$ cat src/rtl/mem_arbiter_pkg.sv
// Shared constants and state type for the I/D cache memory arbiter.
package mem_arbiter_pkg;

  localparam int DATA_WIDTH = 32;
  localparam int ADDR_WIDTH = 32;

  localparam logic MEM_READ  = 1'b0;
  localparam logic MEM_WRITE = 1'b1;

  // One-hot grant vector {D,I}; all-zero means nobody owns the port
  localparam logic [1:0] ARB_OWNER_NONE = 2'b00;
  localparam logic [1:0] ARB_OWNER_I    = 2'b01;
  localparam logic [1:0] ARB_OWNER_D    = 2'b10;

  typedef enum logic [1:0] {
    ARB_IDLE  = 2'd0,
    ARB_GRANT = 2'd1,
    ARB_GAP   = 2'd2
  } arb_state_t;

endpackage

$ cat src/rtl/mem_arbiter_rr_pick2.sv
// Two-way round-robin picker: on a tie the port that did not win last time is chosen.
module rr_pick2
  import mem_arbiter_pkg::*;
(
  input  logic       req_i,
  input  logic       req_d,
  input  logic       last_d,
  output logic [1:0] grant
);

  always_comb begin
    grant = ARB_OWNER_NONE;
    if (req_d && (!req_i || !last_d)) begin
      grant = ARB_OWNER_D;
    end else if (req_i) begin
      grant = ARB_OWNER_I;
    end
  end

endmodule

$ cat src/rtl/mem_arbiter.sv
// Shares the BRAM burst port between icache and dcache, one burst per grant,
// with a one-cycle dead gap after every burst.
module mem_arbiter
  import mem_arbiter_pkg::*;
#(
  parameter int DATA_WIDTH_P = DATA_WIDTH,
  parameter int ADDR_WIDTH_P = ADDR_WIDTH
) (
  input  logic                    clk,
  input  logic                    rst_n,
  input  logic [ADDR_WIDTH_P-1:0] i_mem_addr,
  input  logic                    i_mem_enable,
  output logic [DATA_WIDTH_P-1:0] i_mem_read,
  output logic                    i_mem_read_valid,
  output logic                    i_mem_last,
  input  logic [ADDR_WIDTH_P-1:0] d_mem_addr,
  input  logic                    d_mem_enable,
  input  logic                    d_mem_rw,
  input  logic [DATA_WIDTH_P-1:0] d_mem_write,
  output logic [DATA_WIDTH_P-1:0] d_mem_read,
  output logic                    d_mem_read_valid,
  output logic                    d_mem_write_req,
  output logic                    d_mem_last,
  output logic [ADDR_WIDTH_P-1:0] mem_addr,
  output logic                    mem_enable,
  output logic                    mem_rw,
  output logic [DATA_WIDTH_P-1:0] mem_write,
  input  logic [DATA_WIDTH_P-1:0] mem_read,
  input  logic                    mem_read_valid,
  input  logic                    mem_write_req,
  input  logic                    mem_last,
  output logic [1:0]              owner
);

  arb_state_t              state, state_next;
  logic [1:0]              owner_q, owner_next;
  logic                    last_d, last_d_next;
  logic [ADDR_WIDTH_P-1:0] addr_q, addr_next;
  logic                    rw_q, rw_next;
  logic [1:0]              pick;
  logic                    owner_enable;
  logic                    granted, own_i, own_d;

  rr_pick2 u_pick (
    .req_i  (i_mem_enable),
    .req_d  (d_mem_enable),
    .last_d (last_d),
    .grant  (pick)
  );

  always_ff @(posedge clk or negedge rst_n) begin
    if (!rst_n) begin
      state   <= ARB_IDLE;
      owner_q <= ARB_OWNER_NONE;
      last_d  <= 1'b0;
      addr_q  <= '0;
      rw_q    <= MEM_READ;
    end else begin
      state   <= state_next;
      owner_q <= owner_next;
      last_d  <= last_d_next;
      addr_q  <= addr_next;
      rw_q    <= rw_next;
    end
  end

  assign owner_enable = (owner_q == ARB_OWNER_D) ? d_mem_enable : i_mem_enable;

  // The gap cycle arbitrates too, so back-to-back bursts see exactly one dead cycle
  always_comb begin
    state_next  = state;
    owner_next  = owner_q;
    last_d_next = last_d;
    addr_next   = addr_q;
    rw_next     = rw_q;
    case (state)
      ARB_IDLE, ARB_GAP: begin
        if (pick != ARB_OWNER_NONE) begin
          state_next  = ARB_GRANT;
          owner_next  = pick;
          last_d_next = (pick == ARB_OWNER_D);
          if (pick == ARB_OWNER_D) begin
            addr_next = d_mem_addr;
            rw_next   = d_mem_rw;
          end else begin
            addr_next = i_mem_addr;
            rw_next   = MEM_READ;
          end
        end else begin
          state_next = ARB_IDLE;
          owner_next = ARB_OWNER_NONE;
        end
      end
      ARB_GRANT: begin
        if (mem_last || !owner_enable) begin
          state_next = ARB_GAP;
          owner_next = ARB_OWNER_NONE;
        end
      end
      default: begin
        state_next = ARB_IDLE;
        owner_next = ARB_OWNER_NONE;
      end
    endcase
  end

  assign granted = (state == ARB_GRANT);
  assign own_i   = granted && (owner_q == ARB_OWNER_I);
  assign own_d   = granted && (owner_q == ARB_OWNER_D);

  assign owner      = owner_q;
  assign mem_enable = granted;
  assign mem_addr   = granted ? addr_q : '0;
  assign mem_rw     = granted ? rw_q : MEM_READ;
  assign mem_write  = own_d ? d_mem_write : '0;

  // Responses reach only the current owner; anything outside a grant is dropped
  assign i_mem_read       = own_i ? mem_read : '0;
  assign i_mem_read_valid = own_i && mem_read_valid;
  assign i_mem_last       = own_i && mem_last;
  assign d_mem_read       = own_d ? mem_read : '0;
  assign d_mem_read_valid = own_d && mem_read_valid;
  assign d_mem_write_req  = own_d && mem_write_req;
  assign d_mem_last       = own_d && mem_last;

endmodule

$ cat config.mk
export PLATFORM = sky130hd
export DESIGN_NAME = mem_arbiter
export DESIGN_NICKNAME = d
export VERILOG_FILES = /design/src/rtl/mem_arbiter_pkg.sv /design/src/rtl/mem_arbiter_rr_pick2.sv /design/src/rtl/mem_arbiter.sv
export SDC_FILE = /design/constraint.sdc
export NUM_CORES = 1
export LEC_CHECK = 0
export BUFFER_PORTS_ARGS = -buffer_cell sky130_fd_sc_hd__buf_2
export CELL_PAD_IN_SITES_DETAIL_PLACEMENT = 1
export CELL_PAD_IN_SITES_GLOBAL_PLACEMENT = 1
export CORE_MARGIN = 8
export CORE_UTILIZATION = 25
export CTS_CLUSTER_DIAMETER = 40
export DETAILED_ROUTE_END_ITERATION = 6
export PLACE_DENSITY = 0.86
export SYNTH_ARGS = -nofsm -noshare
export SYNTH_HDL_FRONTEND = slang
export SYNTH_SLANG_ARGS = --single-unit
export TNS_END_PERCENT = 30
$ cat constraint.sdc
create_clock -name clk -period 2.96 [get_ports clk]
set_input_delay 0.888 -clock clk [delete_from_list [all_inputs] [get_ports clk]]
set_output_delay 0.888 -clock clk [all_outputs]
set_load 0.01 [all_outputs]
# Word-level counts from Yosys, hierarchy flattened
# Cells that the tools add are included.
# Widths: inputs -> output; s select.
[word_totals]
regBits = 38
inputBits = 136
out_inout_bits = 137
wordCells = 44
[classes]
eq_ne = 6
mux = 16
n_reduce_logical = 17
[ops]
columns = ["operator", "count"]
rows = [
  ["$mux 32", 5],
  ["$logic_and 1x1->1", 8],
  ["$mux 2", 4],
  ["$pmux 2 s2", 2],
  ["$eq 2x2->1 const B", 3],
  ["$mux 1", 5],
  ["$eq 2x1->1 const B", 2],
  ["$logic_not 1->1", 3],
  ["$logic_not 2->1", 1],
  ["$logic_or 1x1->1", 2],
  ["$ne 2x1->1 const B", 1],
  ["$reduce_and 2->1", 1],
  ["$reduce_bool 2->1", 1],
  ["$reduce_or 2->1", 1],
]

# Depth between registers and ports, before layout
[depth]
ltp_word = 7
ltp_mapped = 6
ltp_nobuf = 3

# By module
# Synthesis repeated with hierarchy kept, for this count alone.
[unflattened]
cells_unflattened = 328
hier_area_um2 = 2707.6
[by_module_without_submodules]
columns = ["mod", "n_inst", "cells_each", "area_per_inst_um2", "seq_area_each_um2"]
rows = [
  ["mem_arbiter", 1, 325, 2688.8, 950.9],
  ["rr_pick2", 1, 3, 18.8, 0.0],
]

# Worst setup path after synthesis
# No wires, ideal clock.
[synth_path]
path_kind = "register to output"
from = "register owner_q[0], in the netlist owner[0]"
to = "output d_mem_read[21]"
t_arrival_ns = 1.215
required_ns = 2.072
setup_slack_ns = 0.857
path_stages_with_launch = 5
path_buffers = 2
path_cell_list = "dfrtp_1 > nor2b_4 > clkbuf_1 > clkbuf_2 > and3_1"
[synth_via]
elab_chain_cells = 3
[synth_rtl]
columns = ["element", "line_no", "text"]
rows = [
  ["start, declared", "mem_arbiter.sv:36", "logic [1:0] owner_q, owner_next;"],
  ["start signal, assigned", "mem_arbiter.sv:60", "owner_q <= owner_next;"],
  ["$eq 2x2->1", "mem_arbiter.sv:109", "assign own_d = granted && (owner_q == ARB_OWNER_D);"],
  ["$logic_and 1x1->1", "mem_arbiter.sv:109", ""],
  ["$mux 32", "mem_arbiter.sv:121", "assign d_mem_read = own_d ? mem_read : '0;"],
  ["end, declared", "mem_arbiter.sv:20", "output logic [DATA_WIDTH_P-1:0] d_mem_read,"],
]
# Every way passes these cells.

# Worst setup path after layout
[layout_path]
from = "register state[0]"
to = "output i_mem_read[14]"
[layout_via]
elab_chain_cells = 3
[layout_rtl]
columns = ["element", "line_no", "text"]
rows = [
  ["start, declared", "mem_arbiter.sv:35", "arb_state_t state, state_next;"],
  ["start signal, assigned", "mem_arbiter.sv:59", "state <= state_next;"],
  ["$eq 2x1->1", "mem_arbiter.sv:107", "assign granted = (state == ARB_GRANT);"],
  ["$logic_and 1x1->1", "mem_arbiter.sv:108", "assign own_i = granted && (owner_q == ARB_OWNER_I);"],
  ["$mux 32", "mem_arbiter.sv:118", "assign i_mem_read = own_i ? mem_read : '0;"],
  ["end, declared", "mem_arbiter.sv:13", "output logic [DATA_WIDTH_P-1:0] i_mem_read,"],
]
# Every way passes these cells.

==> out/results.txt <==
The actual slew at the worst max-slew pin came out at 912 ps. The horizontal die dimension came out at 120 um. The max-slew violation count is 0. The number of instances on the worst hold path is 1, and the standard cell core area is 10,700 um2. For the number of H-tree levels, the log shows 2.

The area enclosed by the die boundary is 14,400 um2, and the final clock period utilization by the worst path is 0.913. From synthesis to final layout, the design area changed by 55.9%. The compound-cell area share of the yosys netlist works out to 0.156.

The final layout contains routed wiring with a total length of 14,100 um. For the largest net degree at the start of global routing, the log shows 103. The run gives 21,600 um as the first-pass GRT wire length. Setup repair after global routing left no endpoint under its margin.

Before CTS, the worst setup slack after placement is 575 ps. The share of synthesized cell area in and, or, nand and nor gates came out at 0.422. The synthesized netlist net count was 492; the layout cell share with drive strength beyond 1 was 0.483. The multiplexer fraction of the synthesized cell area is 0, and the cell depth of the worst flop-to-flop path is 4. The initial standard-cell utilization of the core is 0.253. After detailed routing, the number of vias per cell comes to 4.65. The count of antenna-violating nets left after detailed routing is 0. Die height: 120 um.

After synthesis, the largest family of logic cells by area is simple AND/OR/NAND/NOR gates. STA classifies the critical path startpoint as a register. The detail-routed net length per standard cell was 18.9 um; the iteration count of the initial detailed-routing pass was 4. The logs give 0 for the number of violations of the max-capacitance limit and 0 ps for the setup TNS after final layout.

Yosys printed 0 warnings. The cell area after synthesis was 2710 um2; the highest attainable clock frequency was 0.370 GHz. The kind of end point of the critical path is an output port. Synthesis handed over a netlist of 356 instances.

The flow ran to the end, and the final reports show no timing, DRC or antenna violations. The xor and xnor fraction of the mapped netlist area was 0. After synthesis the netlist holds a flip-flop and latch count of 38. The net count reported at finish came out at 742.

Number of unique standard cell types used by synthesis: 26. For the minimum setup slack in the final design, the log shows 257 ps. The total congestion overflow after global routing was 0. The total routing resource utilization after global routing was 0.185.

TritonCTS built the clock tree. The initial antenna violation count was 1; the final setup skew was 5.79 ps. At the worst endpoint, the required time is 2070 ps. Dividing total power by cell area gives a power density of 722 nW/um2. The number of buffers inserted to repair setup after CTS was 0; the peak ir drop on the vdd network was 0.308 mV.

For this run, design rule violations remaining after detail routing come to 0. The path class of the tightest hold or removal check is reg2reg. The count of port buffers added during placement works out to 272. Summing over every cut layer, the via total after detailed routing is 3,481.

The area share of fa/ha/maj cells after synthesis came out at 0. Summed over all nets, the half-perimeter wirelength after detailed placement is 11,300 um. The logs give 0.351 for the share of synthesized area occupied by flip-flops and latches and 38 for the clock sink count. STA puts the critical path data arrival time at 1820 ps. At the later pin of the worst-skew pair, clock insertion delay measures 290 ps.

For this design the static power due to leakage is 2.68 nW. The hold violation total from the final report was 0; the number of buffers on the longest clock path was 2. Routability-driven placement finished with a final weighted congestion of 0.847.

The run gives 3,780 as the via count of the first global-routing pass. The clock buffer count from CTS came out at 5. Leaving out fill and tap cells, the most frequent cells in the layout are buf_2, and3_1, and2_1. The initial DRC count is 182, and the synthesized area per cell is 7.61 um2. The count of hold buffers inserted by post-cts repair came out at 0. The clock-pin transition on the worst setup and hold timing paths was 80 ps; the final period demand of the worst path was 2700 ps.

The root buffer cell chosen for the clock tree is clkbuf_8. The number of failing setup endpoints in the final timing report is 0, and the number of ports placed on the die boundary is 273. The leading cell type in the layout, fill and taps excluded is buf_2.

The number of instances resized during post-cts repair was 0. The critical path in this run is classified as reg2out. Of all nets on the critical path, the largest fanout is 34. The number of placement rows is 38. The tools report the tightest slew margin relative to the limit as 0.392.
layer usage:
metal | track usage | share of wire
met5 | 0 | 0
met4 | 0.0437 | 0.014
met3 | 0.0568 | 0.072
met2 | 0.343 | 0.52
met1 | 0.201 | 0.39
where the power goes:
part	internal [mW]	leakage (nW)	switching, mW
Combinational	0.715	2.20	1.04
Clock	0.188	0.0472	0.204
Sequential	0.767	0.435	0.139
metrics by stage:
stage / power [mW] / std cells / instance area (um2) / util / hold slack, ps
after floorplan: 1.99 / 356 / 2710 / - / 464
after global placement: 2.62 / 739 / 4120 / 0.385 / 486
after detailed placement: 2.70 / 739 / 4120 / 0.385 / 501
after CTS: 3.11 / 747 / 4220 / 0.394 / 525
after global routing: 3.31 / 748 / 4220 / 0.395 / 544
final: 3.05 / 748 / 4220 / 0.395 / 508
path summary, 6_finish.rpt:
path,from,endpoint,slack [ps]
max in group asynchronous,rst_n,addr_q[22],1670
min,rw_q,rw_q,510
min in group asynchronous,rst_n,addr_q[10],720
max reg2reg,last_d,addr_q[16],1390
min reg2reg,rw_q,rw_q,510
max,state[0],i_mem_read[14],260
layout make-up:
type | count | area (um2)
Clock buffer | 6 | 82.6
Antenna cell | 1 | 2.50
Tap cell | 140 | 175
Fill cell | 1424 | 6480
Clock inverter | 2 | 12.5
Sequential cell | 38 | 951
Timing Repair Buffer | 278 | 1430
Multi-Input combinational cell | 283 | 1570
critical path, cell delays in order (launching register included):
cell and delay, ps:
dfrtp_1 450, and2b_2 210, and3b_2 500, and2_1 220, buf_2 150
state kept, by name, indices dropped and copies added, names as in the netlist:
register / flops
owner: 2
last_d: 1
state: 2
rw_q: 1
addr_q: 32
logic make-up after synthesis:
logic type | Yosys count
DFF | 38
buffers and inverters | 35
AOI/OAI and AO/OA | 76
and+or+nand+nor | 207
synth_stat cells (all sizes together):
| cell type | instances | area [um2] |
|---|---|---|
| and2 | 67 | 419 |
| and3 | 67 | 419 |
| a21oi | 64 | 320 |
| dfrtp | 38 | 951 |
| nor2 | 34 | 128 |
| nand2 | 32 | 120 |
| buf | 18 | 119 |
| clkbuf | 17 | 73.8 |
| o21ai | 4 | 20.0 |
| a22o | 2 | 17.5 |
| nor2b | 2 | 20.0 |
| a21bo | 1 | 10.0 |
| a21boi | 1 | 18.8 |
| and2b | 1 | 7.51 |
| and3b | 1 | 10.0 |
| nand2b | 1 | 6.26 |
| nand3 | 1 | 5.00 |
| nor3b | 1 | 7.51 |
| o21a | 1 | 7.51 |
| o21ba | 1 | 10.0 |
| o21bai | 1 | 11.3 |
| o22ai | 1 | 6.26 |
Power figures use the tool's default switching activity.
